==> src/rtl/cpu_ctrl_pkg.sv <==
// Shared encodings for the hardwired control sequencer: step states,
// opcodes, ALU function codes, execute classes and the control word layout.
package cpu_ctrl_pkg;

    localparam int DATA_W  = 32;
    localparam int OP_W    = 5;
    localparam int ALUOP_W = 4;

    // Step states; the execute steps follow T2 numerically so advancing is +1
    localparam logic [3:0] ST_T0   = 4'd0;
    localparam logic [3:0] ST_T1   = 4'd1;
    localparam logic [3:0] ST_T2   = 4'd2;
    localparam logic [3:0] ST_T3   = 4'd3;
    localparam logic [3:0] ST_T4   = 4'd4;
    localparam logic [3:0] ST_T5   = 4'd5;
    localparam logic [3:0] ST_T6   = 4'd6;
    localparam logic [3:0] ST_T7   = 4'd7;
    localparam logic [3:0] ST_HALT = 4'd8;

    localparam logic [4:0] OP_LD   = 5'b00000;
    localparam logic [4:0] OP_LDI  = 5'b00001;
    localparam logic [4:0] OP_ST   = 5'b00010;
    localparam logic [4:0] OP_ADD  = 5'b00011;
    localparam logic [4:0] OP_SUB  = 5'b00100;
    localparam logic [4:0] OP_AND  = 5'b00101;
    localparam logic [4:0] OP_OR   = 5'b00110;
    localparam logic [4:0] OP_SHR  = 5'b00111;
    localparam logic [4:0] OP_SHRA = 5'b01000;
    localparam logic [4:0] OP_SHL  = 5'b01001;
    localparam logic [4:0] OP_ROR  = 5'b01010;
    localparam logic [4:0] OP_ROL  = 5'b01011;
    localparam logic [4:0] OP_ADDI = 5'b01100;
    localparam logic [4:0] OP_ANDI = 5'b01101;
    localparam logic [4:0] OP_ORI  = 5'b01110;
    localparam logic [4:0] OP_MUL  = 5'b01111;
    localparam logic [4:0] OP_DIV  = 5'b10000;
    localparam logic [4:0] OP_NEG  = 5'b10001;
    localparam logic [4:0] OP_NOT  = 5'b10010;
    localparam logic [4:0] OP_HALT = 5'b10011;
    localparam logic [4:0] OP_NOP  = 5'b11000;

    localparam logic [3:0] ALU_PASS = 4'd0;
    localparam logic [3:0] ALU_ADD  = 4'd1;
    localparam logic [3:0] ALU_SUB  = 4'd2;
    localparam logic [3:0] ALU_AND  = 4'd3;
    localparam logic [3:0] ALU_OR   = 4'd4;
    localparam logic [3:0] ALU_SHR  = 4'd5;
    localparam logic [3:0] ALU_SHRA = 4'd6;
    localparam logic [3:0] ALU_SHL  = 4'd7;
    localparam logic [3:0] ALU_ROR  = 4'd8;
    localparam logic [3:0] ALU_ROL  = 4'd9;
    localparam logic [3:0] ALU_MUL  = 4'd10;
    localparam logic [3:0] ALU_DIV  = 4'd11;
    localparam logic [3:0] ALU_NEG  = 4'd12;
    localparam logic [3:0] ALU_NOT  = 4'd13;

    // Opcodes grouped by the shape of their execute sequence
    typedef enum logic [3:0] {
        CLS_ALU3, CLS_IMM, CLS_MULDIV, CLS_UNARY, CLS_LD,
        CLS_LDI, CLS_ST, CLS_NOP, CLS_HALT, CLS_ILLEGAL
    } op_class_t;

    // One bit per datapath control plus the ALU function and the illegal flag
    typedef struct packed {
        logic       pc_out;
        logic       zhi_out;
        logic       zlo_out;
        logic       mdr_out;
        logic       ba_out;
        logic       c_out;
        logic       pc_in;
        logic       mar_in;
        logic       mdr_in;
        logic       ir_in;
        logic       y_in;
        logic       z_in;
        logic       hi_in;
        logic       lo_in;
        logic       gra;
        logic       grb;
        logic       grc;
        logic       r_in;
        logic       r_out;
        logic       read;
        logic       write;
        logic       inc_pc;
        logic [3:0] alu_op;
        logic       illegal_op;
    } ctrl_t;

    function automatic op_class_t op_class(input logic [4:0] op);
        if (op >= OP_ADD && op <= OP_ROL)       return CLS_ALU3;
        else if (op >= OP_ADDI && op <= OP_ORI) return CLS_IMM;
        else if (op == OP_MUL || op == OP_DIV)  return CLS_MULDIV;
        else if (op == OP_NEG || op == OP_NOT)  return CLS_UNARY;
        else if (op == OP_LD)                   return CLS_LD;
        else if (op == OP_LDI)                  return CLS_LDI;
        else if (op == OP_ST)                   return CLS_ST;
        else if (op == OP_NOP)                  return CLS_NOP;
        else if (op == OP_HALT)                 return CLS_HALT;
        else                                    return CLS_ILLEGAL;
    endfunction

    // ALU function used by the opcode's computing step; address math is ADD
    function automatic logic [3:0] alu_code(input logic [4:0] op);
        case (op)
            OP_ADD, OP_ADDI, OP_LD, OP_LDI, OP_ST: return ALU_ADD;
            OP_SUB:                                return ALU_SUB;
            OP_AND, OP_ANDI:                       return ALU_AND;
            OP_OR, OP_ORI:                         return ALU_OR;
            OP_SHR:                                return ALU_SHR;
            OP_SHRA:                               return ALU_SHRA;
            OP_SHL:                                return ALU_SHL;
            OP_ROR:                                return ALU_ROR;
            OP_ROL:                                return ALU_ROL;
            OP_MUL:                                return ALU_MUL;
            OP_DIV:                                return ALU_DIV;
            OP_NEG:                                return ALU_NEG;
            OP_NOT:                                return ALU_NOT;
            default:                               return ALU_PASS;
        endcase
    endfunction

endpackage

==> src/rtl/control_sequencer_decode.sv <==
// Combinational decode of (step state, opcode) into the control word, plus
// the sequencing hints the state register needs: last step, memory wait, halt.
module control_sequencer_decode
    import cpu_ctrl_pkg::*;
(
    input  logic [3:0] state,
    input  logic [4:0] opcode,
    output ctrl_t      ctrl,
    output logic       last_step,
    output logic       mem_wait,
    output logic       go_halt
);

    op_class_t cls;
    assign cls = op_class(opcode);

    // Control word for the current step; everything defaults to 0 / PASS
    always_comb begin
        ctrl      = '0;
        last_step = 1'b0;
        mem_wait  = 1'b0;
        go_halt   = 1'b0;
        case (state)
            ST_T0: begin
                ctrl.pc_out = 1'b1; ctrl.mar_in = 1'b1;
                ctrl.inc_pc = 1'b1; ctrl.z_in = 1'b1;
                ctrl.alu_op = ALU_ADD;
            end
            ST_T1: begin
                ctrl.zlo_out = 1'b1; ctrl.pc_in = 1'b1;
                ctrl.read = 1'b1; ctrl.mdr_in = 1'b1;
                mem_wait = 1'b1;
            end
            ST_T2: begin
                ctrl.mdr_out = 1'b1; ctrl.ir_in = 1'b1;
            end
            ST_HALT: begin
            end
            ST_T3, ST_T4, ST_T5, ST_T6, ST_T7: begin
                case (cls)
                    CLS_ALU3, CLS_IMM: begin
                        if (state == ST_T3) begin
                            ctrl.grb = 1'b1; ctrl.r_out = 1'b1; ctrl.y_in = 1'b1;
                        end else if (state == ST_T4) begin
                            ctrl.grc   = (cls == CLS_ALU3);
                            ctrl.r_out = (cls == CLS_ALU3);
                            ctrl.c_out = (cls == CLS_IMM);
                            ctrl.alu_op = alu_code(opcode);
                            ctrl.z_in = 1'b1;
                        end else begin
                            ctrl.zlo_out = 1'b1; ctrl.gra = 1'b1; ctrl.r_in = 1'b1;
                            last_step = 1'b1;
                        end
                    end
                    CLS_MULDIV: begin
                        if (state == ST_T3) begin
                            ctrl.gra = 1'b1; ctrl.r_out = 1'b1; ctrl.y_in = 1'b1;
                        end else if (state == ST_T4) begin
                            ctrl.grb = 1'b1; ctrl.r_out = 1'b1;
                            ctrl.alu_op = alu_code(opcode); ctrl.z_in = 1'b1;
                        end else if (state == ST_T5) begin
                            ctrl.zlo_out = 1'b1; ctrl.lo_in = 1'b1;
                        end else begin
                            ctrl.zhi_out = 1'b1; ctrl.hi_in = 1'b1;
                            last_step = 1'b1;
                        end
                    end
                    CLS_UNARY: begin
                        if (state == ST_T3) begin
                            ctrl.grb = 1'b1; ctrl.r_out = 1'b1;
                            ctrl.alu_op = alu_code(opcode); ctrl.z_in = 1'b1;
                        end else begin
                            ctrl.zlo_out = 1'b1; ctrl.gra = 1'b1; ctrl.r_in = 1'b1;
                            last_step = 1'b1;
                        end
                    end
                    CLS_LD, CLS_LDI, CLS_ST: begin
                        if (state == ST_T3) begin
                            ctrl.grb = 1'b1; ctrl.ba_out = 1'b1; ctrl.y_in = 1'b1;
                        end else if (state == ST_T4) begin
                            ctrl.c_out = 1'b1; ctrl.alu_op = ALU_ADD; ctrl.z_in = 1'b1;
                        end else if (state == ST_T5) begin
                            ctrl.zlo_out = 1'b1;
                            ctrl.gra    = (cls == CLS_LDI);
                            ctrl.r_in   = (cls == CLS_LDI);
                            ctrl.mar_in = (cls != CLS_LDI);
                            last_step   = (cls == CLS_LDI);
                        end else if (state == ST_T6) begin
                            ctrl.mdr_in = 1'b1;
                            ctrl.read   = (cls == CLS_LD);
                            mem_wait    = (cls == CLS_LD);
                            ctrl.gra    = (cls == CLS_ST);
                            ctrl.r_out  = (cls == CLS_ST);
                        end else begin
                            ctrl.mdr_out = (cls == CLS_LD);
                            ctrl.gra     = (cls == CLS_LD);
                            ctrl.r_in    = (cls == CLS_LD);
                            ctrl.write   = (cls == CLS_ST);
                            mem_wait     = (cls == CLS_ST);
                            last_step    = 1'b1;
                        end
                    end
                    CLS_HALT: begin
                        go_halt = 1'b1;
                    end
                    CLS_ILLEGAL: begin
                        ctrl.illegal_op = 1'b1;
                        last_step = 1'b1;
                    end
                    default: begin
                        last_step = 1'b1;
                    end
                endcase
            end
            default: begin
                last_step = 1'b1;
            end
        endcase
    end

endmodule

==> src/rtl/control_sequencer.sv <==
// Hardwired control sequencer: step state register, next-step logic and the
// reset-gated control outputs driving the 32-bit datapath.
module control_sequencer
    import cpu_ctrl_pkg::*;
(
    input  logic              Clock,
    input  logic              Reset,
    input  logic [DATA_W-1:0] IR,
    input  logic              MemReady,
    input  logic              Stop,
    output logic PCout, output logic ZHIout, output logic ZLOout,
    output logic MDRout, output logic BAout, output logic Cout,
    output logic PCin, output logic MARin, output logic MDRin, output logic IRin,
    output logic Yin, output logic Zin, output logic HIin, output logic LOin,
    output logic Gra, output logic Grb, output logic Grc, output logic Rin, output logic Rout,
    output logic Read, output logic Write, output logic IncPC,
    output logic [ALUOP_W-1:0] AluOp,
    output logic              Run,
    output logic              IllegalOp,
    output logic [3:0]        dbg_state
);

    logic [3:0] state, state_nx;
    ctrl_t      ctrl, ctrl_g;
    logic       last_step, mem_wait, go_halt;
    logic       unused_ir;

    assign unused_ir = ^IR[DATA_W-OP_W-1:0];

    control_sequencer_decode u_decode (
        .state     (state),
        .opcode    (IR[DATA_W-1:DATA_W-OP_W]),
        .ctrl      (ctrl),
        .last_step (last_step),
        .mem_wait  (mem_wait),
        .go_halt   (go_halt)
    );

    // Next step: memory steps hold until MemReady, Stop is honoured only on leaving the last step
    always_comb begin
        state_nx = state;
        case (state)
            ST_T0:   state_nx = ST_T1;
            ST_T1:   state_nx = MemReady ? ST_T2 : ST_T1;
            ST_T2:   state_nx = ST_T3;
            ST_HALT: state_nx = ST_HALT;
            default: begin
                if (go_halt)                 state_nx = ST_HALT;
                else if (mem_wait && !MemReady) state_nx = state;
                else if (last_step)          state_nx = Stop ? ST_HALT : ST_T0;
                else                         state_nx = state + 4'd1;
            end
        endcase
    end

    // Step register; reset abandons any instruction and restarts fetch
    always_ff @(posedge Clock) begin
        if (Reset) state <= ST_T0;
        else       state <= state_nx;
    end

    // All controls are forced low while Reset is held
    always_comb begin
        ctrl_g = Reset ? '0 : ctrl;
    end

    assign {PCout, ZHIout, ZLOout, MDRout, BAout, Cout} =
        {ctrl_g.pc_out, ctrl_g.zhi_out, ctrl_g.zlo_out, ctrl_g.mdr_out, ctrl_g.ba_out, ctrl_g.c_out};
    assign {PCin, MARin, MDRin, IRin, Yin, Zin, HIin, LOin} =
        {ctrl_g.pc_in, ctrl_g.mar_in, ctrl_g.mdr_in, ctrl_g.ir_in,
         ctrl_g.y_in, ctrl_g.z_in, ctrl_g.hi_in, ctrl_g.lo_in};
    assign {Gra, Grb, Grc, Rin, Rout} =
        {ctrl_g.gra, ctrl_g.grb, ctrl_g.grc, ctrl_g.r_in, ctrl_g.r_out};
    assign {Read, Write, IncPC} = {ctrl_g.read, ctrl_g.write, ctrl_g.inc_pc};
    assign AluOp     = ctrl_g.alu_op;
    assign IllegalOp = ctrl_g.illegal_op;
    assign Run       = !Reset && (state != ST_HALT);
    assign dbg_state = state;

endmodule

==> config.mk <==
export PLATFORM = sky130hd
export DESIGN_NAME = control_sequencer
export DESIGN_NICKNAME = d
export VERILOG_FILES = /design/src/rtl/cpu_ctrl_pkg.sv /design/src/rtl/control_sequencer_decode.sv /design/src/rtl/control_sequencer.sv
export SDC_FILE = /design/constraint.sdc
export NUM_CORES = 1
export LEC_CHECK = 0
export ABC_AREA = 1
export CORE_MARGIN = 3
export CORE_UTILIZATION = 33
export CTS_BUF_LIST = sky130_fd_sc_hd__clkbuf_4 sky130_fd_sc_hd__clkbuf_8
export DETAILED_ROUTE_END_ITERATION = 10
export GPL_ROUTABILITY_DRIVEN = 0
export PLACE_DENSITY = 0.74
export SLEW_MARGIN = 10
export SYNTH_ARGS = -nofsm -noshare
export SYNTH_HDL_FRONTEND = slang
export SYNTH_SLANG_ARGS = --single-unit
==> constraint.sdc <==
create_clock -name Clock -period 3.6 [get_ports Clock]
set_input_delay 0.72 -clock Clock [delete_from_list [all_inputs] [get_ports Clock]]
set_output_delay 0.72 -clock Clock [all_outputs]
set_load 0.01 [all_outputs]
Word level (Yosys, flattened, before mapping)
Memories as Yosys holds them, arrays and structs flattened.
Index checks and enable logic that the tools add are counted.
Storage, ports and cells
  flip-flop bits (word level): 4
  bits in read-only memories: 384
  input bits: 36
  output and inout port bits: 32
  word-level logic and storage cells: 159
  memories kept: 3
Memory list
  (name not given): words 32, bits a word 4, read ports 1, clocked after Yosys merged registers in 0, write ports 0, RTL line cpu_ctrl_pkg.sv:106  | case (op)
  (name not given): words 32, bits a word 4, read ports 1, clocked after Yosys merged registers in 0, write ports 0, RTL line cpu_ctrl_pkg.sv:106
  (name not given): words 32, bits a word 4, read ports 1, clocked after Yosys merged registers in 0, write ports 0, RTL line cpu_ctrl_pkg.sv:106
Cells by class
  add/sub/neg operators: 1
  magnitude comparators: 4
  equality and inequality tests: 27
  mux-type cells: 106
  reduce and logical (&&, ||, !) cells: 17
Operator list (count)
  $mux 4: 20
  $mux 1: 50
  $pmux 4 s4: 2
  $eq 4x3->1 const B: 7
  $mux 2: 14
  $mux 27: 1
  $eq 5x5->1 const B: 5
  $pmux 1 s2: 9
  $eq 4x2->1 const B: 4
  $eq 4x4->1 const B: 3
  $le 5x4->1 const B: 2
  $reduce_or 5->1: 2
  $eq 4x1->1 const B: 2
  $logic_not 4->1: 2
  $pmux 1 s4: 2
  $pmux 2 s4: 1
  $pmux 4 s2: 1
  $mux 7: 1
  $mux 3: 2
  $ne 6x2->1 const B: 1
  $pmux 1 s3: 2
  $reduce_or 6->1: 1
  $eq 5x1->1 const B: 1
  $eq 5x2->1 const B: 1
  14 further kinds: 19

Depth between registers and ports, before layout
Gate-level depths: netlist of run 1.
  depth after elaboration: 21
  gate-level depth with buffers: 20
  mapped depth without buffers: 20

By module
From an unflattened synthesis of run 1, not the netlist that was laid out.
Second synthesis, totals
  cells, all modules: 307
  area, all modules: 1684.1 um^2
By module, submodules not included
  control_sequencer_decode: times used 1, cells an instance 182, area each 1044.8 um^2, sequential area each 0.0 um^2
  control_sequencer: times used 1, cells an instance 125, area each 639.4 um^2, sequential area each 80.1 um^2

Least setup slack after synthesis of run 1
No wires, ideal clock.
  path kind: input -> output
  start point: in IR[27]
  end point: out Gra
  arrival: 2411 ps
  data required time: 2880 ps
  path slack: 469 ps
  stages on the path: 15
  buffers on the path: 0
  cells stage by stage: inv_1 > ha_1 > nor2_1 > nor2_4 > nor2_4 > nand2_2 > nand3_2 > inv_2 > nand2_2 > nand2_2 > nor2_1 > nand2_1 > o32ai_1 > inv_1 > a21oi_1
Between the ends
  longest elaborated chain between the ends: 18
  elaborated cells on any way between the ends: 42
  classes of those cells: 4 x order compare; 14 x eq/ne; 16 x mux; 8 x reduce/logical
RTL lines
  from (decl): RTL line control_sequencer.sv:8  | input logic [DATA_W-1:0] IR,
  $eq 5x5->1: RTL line cpu_ctrl_pkg.sv:100  | else if (op == OP_HALT) return CLS_HALT;
  $mux 1: RTL line cpu_ctrl_pkg.sv:100
  $mux 4: RTL line cpu_ctrl_pkg.sv:99  | else if (op == OP_NOP) return CLS_NOP;
  $mux 4: RTL line cpu_ctrl_pkg.sv:98  | else if (op == OP_ST) return CLS_ST;
  $mux 4: RTL line cpu_ctrl_pkg.sv:97  | else if (op == OP_LDI) return CLS_LDI;
  $mux 4: RTL line cpu_ctrl_pkg.sv:96  | else if (op == OP_LD) return CLS_LD;
  $mux 4: RTL line cpu_ctrl_pkg.sv:95  | else if (op == OP_NEG || op == OP_NOT) return CLS_UNARY;
  $mux 4: RTL line cpu_ctrl_pkg.sv:94  | else if (op == OP_MUL || op == OP_DIV) return CLS_MULDIV;
  (+2 left out)
  $eq 4x3->1 (on tied branches): RTL line control_sequencer_decode.sv:40, control_sequencer_decode.sv:96, control_sequencer_decode.sv:92
  $mux 1: RTL line control_sequencer_decode.sv:88  | end else if (state == ST_T6) begin
  $mux 1: RTL line control_sequencer_decode.sv:82  | end else if (state == ST_T5) begin
  $mux 1: RTL line control_sequencer_decode.sv:80  | end else if (state == ST_T4) begin
  $mux 1: RTL line control_sequencer_decode.sv:78  | if (state == ST_T3) begin
  $pmux 2 s4 *: RTL line control_sequencer_decode.sv:40  | case (cls)
  $mux 7 *: RTL line control_sequencer_decode.sv:23  | case (state)
  $mux 27 *: RTL line control_sequencer.sv:64  | ctrl_g = Reset ? '0 : ctrl;
  to (decl): RTL line control_sequencer.sv:15  | output logic Gra, output logic Grb, output logic Grc, output logic Rin, output logic Rout,
Mark *: on every way between the ends. The rest lies on a longest branch, timed or not.

Final worst setup path of run 1
  start point: in IR[29]
  end point: out ZLOout
Between the ends
  longest elaborated chain between the ends: 15
  elaborated cells on any way between the ends: 38
  classes of those cells: 4 x order compare; 14 x eq/ne; 12 x mux; 8 x reduce/logical
RTL lines
  $eq 5x5->1: RTL line cpu_ctrl_pkg.sv:100
  $mux 1: RTL line cpu_ctrl_pkg.sv:100
  $mux 4: RTL line cpu_ctrl_pkg.sv:99
  $mux 4: RTL line cpu_ctrl_pkg.sv:98
  $mux 4: RTL line cpu_ctrl_pkg.sv:97
  $mux 4: RTL line cpu_ctrl_pkg.sv:96
  $mux 4: RTL line cpu_ctrl_pkg.sv:95
  $mux 4: RTL line cpu_ctrl_pkg.sv:94
  $mux 4: RTL line cpu_ctrl_pkg.sv:93  | else if (op >= OP_ADDI && op <= OP_ORI) return CLS_IMM;
  $mux 4 *: RTL line cpu_ctrl_pkg.sv:92  | if (op >= OP_ADD && op <= OP_ROL) return CLS_ALU3;
  $eq 4x3->1 (tied with other cells): RTL line control_sequencer_decode.sv:40
  $reduce_or 3->1 / $reduce_or 2->1 (equally long branches): RTL line control_sequencer_decode.sv:40
  $pmux 1 s4 *: RTL line control_sequencer_decode.sv:40
  $pmux 1 s2 *: RTL line control_sequencer_decode.sv:23
  $mux 27 *: RTL line control_sequencer.sv:64
  to (decl): RTL line control_sequencer.sv:11  | output logic PCout, output logic ZHIout, output logic ZLOout,
Marks and branches as above.

==> run metrics, run 1 <==
CP Cell Sequence=dlygate4sd2_1, nor2_4, nand2_4, o21ai_4, buf_4, nand3_2, buf_4, nand3_1, nand2_1, nor3_1, o21ai_1, dlygate4sd2_1; Crit Path Max Fanout=7; Max Buffers Root-to-Sink=2; die height=70.4 microns; syn_area_per_cell=5.51 sq um; status=finished clean; worst hold slack=691 ps; num rows=22; setup TNS=0 ps; DR iter-0 viols=204; Worst Setup Path Type=in2out; PwrDens=363 nW/um^2; wire per inst=13.1 microns; # Max-Cap Violations=0; largest net degree at the start of global routing=10; Total GRT Usage=20.3%; Setup WS pre-CTS=-734 ps; initial antenna violation count=0; synth top area cells=inv_1 (12%), nand2_1 (11%), nor2_1 (9.9%); first-pass GRT wire length=8.43 mm; Worst Tran Pin Value=985 ps; Post-synth EDFFs=0; number of flip-flops in the largest register=4; CP Data Required Time=2880 ps; post-route ant nets=0; worst hold path class=reg2reg; number of I/O port buffers=40; Synth Net Count=293; CTS H-tree depth=1; effective utilization at floorplan=35.7%; cell with the most instances after synthesis=inv_1; fin util=62.6%; register-to-register setup slack=1090 ps; Synth top cells by count=inv_1 (44), nand2_1 (40), nor2_1 (36), nand3_1 (23), a21oi_1 (14); clock sinks=4; crit-path max cell delay=300 ps; leading area contributor after synthesis=inv_1; Routed WL=5.19 mm; reg2reg end=dbg_state[0]$_SDFFE_PP0P_; Layout area overhead=75.0%; Antenna Cells=0; DR pass1 iterations=5; post-synthesis sequential area ratio=5.86%; cells after synthesis=248; Boundary Pins=68; Synth Flop Type=dfxtp_1; hold wc startpoint=dbg_state[0]$_SDFFE_PP0P_; Hold Path Depth=2; Achievable Freq=286 MHz; critical path launch point type=input port; Pleak=1.19 nW; Reg clk slew, reported paths=30 ps; # fillers=346; # setup viols final=0; via count=2042; DIE AREA=4950 sq um; Max IR drop VDD=0.000312 V; routed vias/inst=5.16; post-synthesis async set-or-reset flop share=0%; Residual DRC=0; vias in the first global route=1873; die width=70.4 microns; layout cell share with drive strength beyond 1=38.2%; minimum clock period=3500 ps; worst reg-to-reg path cell count=10; nets@finish=395; endpoint type of the worst setup path=output pin; PnR worst setup slack=101 ps; dpl hpwl=3.98 mm; total gr overflow=0; CTS root buffer=clkbuf_8; clk_skew=3.95 ps; total CTS buffers=3; number of synthesized register bits=4; Slew Limit Fails=0; slew margin rel.=33.7%; worst r2r src=dbg_state[1]$_SDFFE_PP0P_; hold path endpoint=dbg_state[0]$_SDFFE_PP0P_; CTS tree=built; Hold Vio Cnt, Final=0; Final period util=97.2%; CP Data Arrival Time=2780 ps; CORE AREA=3830 sq um; clock latency on the worst-skew pair=220 ps; CP max stage cell=dlygate4sd2_1; Syn. warnings=0; Mapped Area=1370 sq um; Synth cell types=35; Yosys top cell area share=12.1%
## layer usage
layer / global-route usage, % / routed length [microns]
met1: 28.1 / 2380
met5: 0 / 0
met3: 3.45 / 381
met4: 2.13 / 26
met2: 33.6 / 2400
## per-stage QoR
step | power (mW) | std cells | instance area (sq um)
5_1_grt | 0.949 | 396 | 2390
4_1_cts | 0.856 | 396 | 2350
3_3_place_gp | 0.749 | 389 | 2230
3_5_place_dp | 0.759 | 389 | 2230
6_report | 0.868 | 396 | 2390
2_1_floorplan | 0.466 | 248 | 1370
## worst max-delay path, delay by kind of cell
kind,cells,cell delay (ps)
buffers and inverters,4,930
and+or+nand+nor,6,830
AOI/OAI and AO/OA,2,300
## worst max-delay path by stage
stage | start | endpoint | depth (start not counted)
global placement | IR[28] | MDRout | 16
global route | IR[29] | Rin | 17
finish | IR[29] | ZLOout | 12
CTS | IR[27] | Zin | 17
floorplan | IR[27] | Gra | 15
detailed placement | IR[28] | Gra | 17
## power breakdown
part           internal, mW  switching, mW  total, mW
sequential           0.0623         0.0264     0.0887
combinational         0.283          0.402      0.684
clock                0.0713         0.0240     0.0953
total                 0.416          0.452      0.868
## cell usage in the layout (no fill, tap or decap), drive strengths merged, types with 2 or more instances in the layout
cell,count
nor4,4
o22ai,2
nor3,9
clkdlybuf4s15,2
nand3,26
clkbuf,8
or2,2
ha,9
nand2,47
dlygate4sd2,12
dfxtp,4
o21ai,13
a22oi,2
nand4,8
clkdlybuf4s50,14
buf,67
xor2,2
nor2,45
a21oi,15
o211ai,2
inv,49
## layout make-up
class | instances | area, sq um | area share [%]
multi-input combinational | 191 | 1210 | 50.7
timing repair buffer | 101 | 812 | 33.9
inverter | 49 | 186 | 7.79
sequential | 4 | 80.1 | 3.35
tap | 48 | 60.1 | 2.51
clock buffer | 3 | 41.3 | 1.73
## cell families after synthesis
group,share of synthesized area (%)
AOI/OAI and AO/OA,17.7
xor gates and xnor gates,1.28
DFF,5.86
buffers and inverters,15.3
adders and majority gates,8.23
and+or+nand+nor,51.6
## timing repair
| item | 4_1_cts | 5_1_grt |
|---|---|---|
| pin swaps | 6 | 9 |
| hold buffers | 0 | 0 |
| setup endpoints to repair | 22 | 20 |
| endpoints found under the hold margin | 0 | 0 |
| buffers inserted | 4 | 0 |
| gates resized for setup | 66 | 30 |
Power figures use the tool's default switching activity.
==> run 2, diff against run 1 <==
Settings changed: CORE_UTILIZATION 33 to 41, CTS_BUF_LIST sky130_fd_sc_hd__clkbuf_4 sky130_fd_sc_hd__clkbuf_8 to default, PLACE_DENSITY 0.74 to 0.88.
==> run 2 against run 1 <==
Routed wire length is 20% higher. Non-clock buffer count unchanged. Fmax increased by 0.19%. Flip-flop and latch count stayed put. Combinational power is 5.4% higher. Die area fell by 18%. Critical path depth increased by 5. Register-to-register slack got worse by 70 ps. Highest routed layer unchanged. First-iteration DRC count is 5.9% higher.
==> run metrics, run 2 (synthesis results as in run 1) <==
Cell Area, Placed=2190 sq um (-1.9%); Hold Vio Cnt, Final=0 (unchanged); routed wl met3=610 microns (+60%); CTS tree=built; Achievable Freq=286 MHz (+0.19%); largest net degree at the start of global routing=10 (unchanged); DR pass1 iterations=5 (unchanged); wire per inst=15.8 microns (+21%); Crit Path Max Fanout=4 (-3); effective utilization at floorplan=43.7% (+8.0 points); Comb power frac=83.0% (+4.2 points); Slew Limit Fails=0 (unchanged); via count=2304 (+13%); # fillers=220 (-36%); CP Data Arrival Time=2770 ps (about the same); Total GRT Usage=29.1% (+8.8 points); minimum clock period=3490 ps (-6.73 ps); Max IR drop VDD=0.000266 V (-15%); design area=2370 sq um (-0.78%); Psw=0.482 mW (+6.5%); clock latency on the worst-skew pair=260 ps (+40 ps); worst r2r src=dbg_state[0]$_SDFFE_PP0P_; crit-path max cell delay=230 ps (-70 ps); die width=63.8 microns (-9.4%); top sig layer=met4; Critical Path Most Common Cell=nand2_1; Max Buffers Root-to-Sink=2 (unchanged); most frequent cells in the layout=buf_4 (59), inv_1 (42), nand2_1 (35); vias in the first global route=2208 (+18%); num rows=20 (-9.1%); nets@finish=395 (unchanged); Routed WL=6.20 mm (+20%); # setup viols final=0 (unchanged); DR iter-0 viols=216 (+5.9%); Pleak=1.17 nW (-1.3%); Worst Setup Path Type=in2out; DIE AREA=4060 sq um (-18%); CP Data Required Time=2880 ps (about the same); CP max stage cell=clkdlybuf4s15_2; CP Cell Sequence=buf_2, buf_4, ha_2, buf_4, nand2_1, nand2_1, nand2_1, nand2_1, nand2_4, inv_1, nand2_2, nand2_4, buf_4, nor3_4, nand2_1, nor2_1, clkdlybuf4s15_2; M1 WL=2.28 mm (-4.3%); routed vias/inst=5.88 (+14%); critical path launch point type=input port; total gr overflow=0 (unchanged); layout cell share with drive strength beyond 1=37.9% (-0.29 points); routed length on met2=2.93 mm (+22%); initial antenna violation count=0 (unchanged); Antenna Cells=0 (unchanged); register area=81.3 sq um (+1.6%); hold_buf cts=0 (unchanged); CTS H-tree depth=1 (unchanged); post-route ant nets=0 (unchanged); PwrDens=366 nW/um^2 (+0.92%); total CTS buffers=3 (unchanged); # Max-Cap Violations=0 (unchanged); clk_skew=5.74 ps (+1.79 ps); Clk network pwr share=7.4% (-3.6 points); clock sinks=4 (unchanged); first-pass GRT wire length=9.54 mm (+13%); dpl hpwl=4.20 mm (+5.7%); CTS root buffer=clkbuf_4; number of I/O port buffers=40 (unchanged); CORE AREA=3130 sq um (-18%); Boundary Pins=68 (unchanged); Layout area overhead=73.7%; Residual DRC=0 (unchanged); setup TNS=0 ps (unchanged); hold wc startpoint=dbg_state[0]$_SDFFE_PP0P_; Sw Ratio=55.4% (+3.3 points); Flop pwr share=9.6% (-0.6 points); endpoint type of the worst setup path=output pin; Multi-input gate area=1220 sq um (+0.62%); number of flip-flops in the largest register=4 (unchanged); Critical Path Source=IR[27]; Worst Tran Pin Value=1100 ps (+114 ps); Reg clk slew, reported paths=40 ps (about the same); status=finished clean; die height=63.8 microns (-9.4%); Int Power=0.388 mW (-6.8%); Final period util=97.0% (-0.19 points); slew margin rel.=26.0% (-7.7 points); worst hold path class=reg2reg; commonest non-fill, non-tap cell in the layout=buf_4
-- run 2: cell types whose count changed in the layout (fill, tap and decap cells not counted), sizes merged --
cell           previous run  this run
buf                      67        66
clkbuf                    8        10
dlygate4sd2              12        10
clkdlybuf4s50            14        15
-- run 2: power groups by stage --
stage	combinational (mW)	clock (mW)	sequential [mW]
after floorplan	0.376	0	0.0898
after global placement	0.654	0	0.0817
after detailed placement	0.677	0	0.0828
after CTS	0.677	0.0637	0.0820
after global routing	0.784	0.0682	0.0859
final	0.721	0.0647	0.0834
-- run 2: through the flow --
stage,cells,utilization [%],power (mW),setup slack [ps],hold WS (ps)
finish,392,75.9,0.869,108,662
global route,392,75.9,0.938,-46.9,679
CTS,386,73.7,0.823,7.26,648
detailed placement,380,70.0,0.759,-796,638
global placement,380,70.0,0.735,-659,614
floorplan,248,-,0.466,469,608
-- run 2: path summary, 6_finish.rpt --
kind	to	slack, ps	cells past startpoint
worst min register to register	dbg_state[0]$_SDFFE_PP0P_	660	2
worst max register to register	dbg_state[0]$_SDFFE_PP0P_	1020	10
worst min-delay path	dbg_state[0]$_SDFFE_PP0P_	660	2
worst max-delay path	Write	110	17
-- run 2: layout make-up --
class,instances,share of cell area [%]
clock buffer,3,0.948
inverter,49,7.96
multi-input combinational,191,51.4
sequential,4,3.42
tap,44,2.32
timing repair buffer,101,33.9
-- run 2: what timing repair did --
item                                    in CTS  in global routing
endpoints found under the setup margin      22                 19
pin swaps                                    9                  8
resized for setup                           54                 43
setup buffers                                3                  6
cloned                                       0                  0
-- run 2: routing by layer --
layer  vias to the layer above  track usage (%)
met3                        52             3.87
li1                       1021                -
met1                      1026             32.9
met5                         -                0
met2                       205             51.6
met4                         0             17.0
-- run 2: worst max-delay path, delay by kind of cell --
family | cells | cell delay [ps]
adders and majority gates | 1 | 210
and+or+nand+nor | 10 | 970
buffers and inverters | 6 | 880
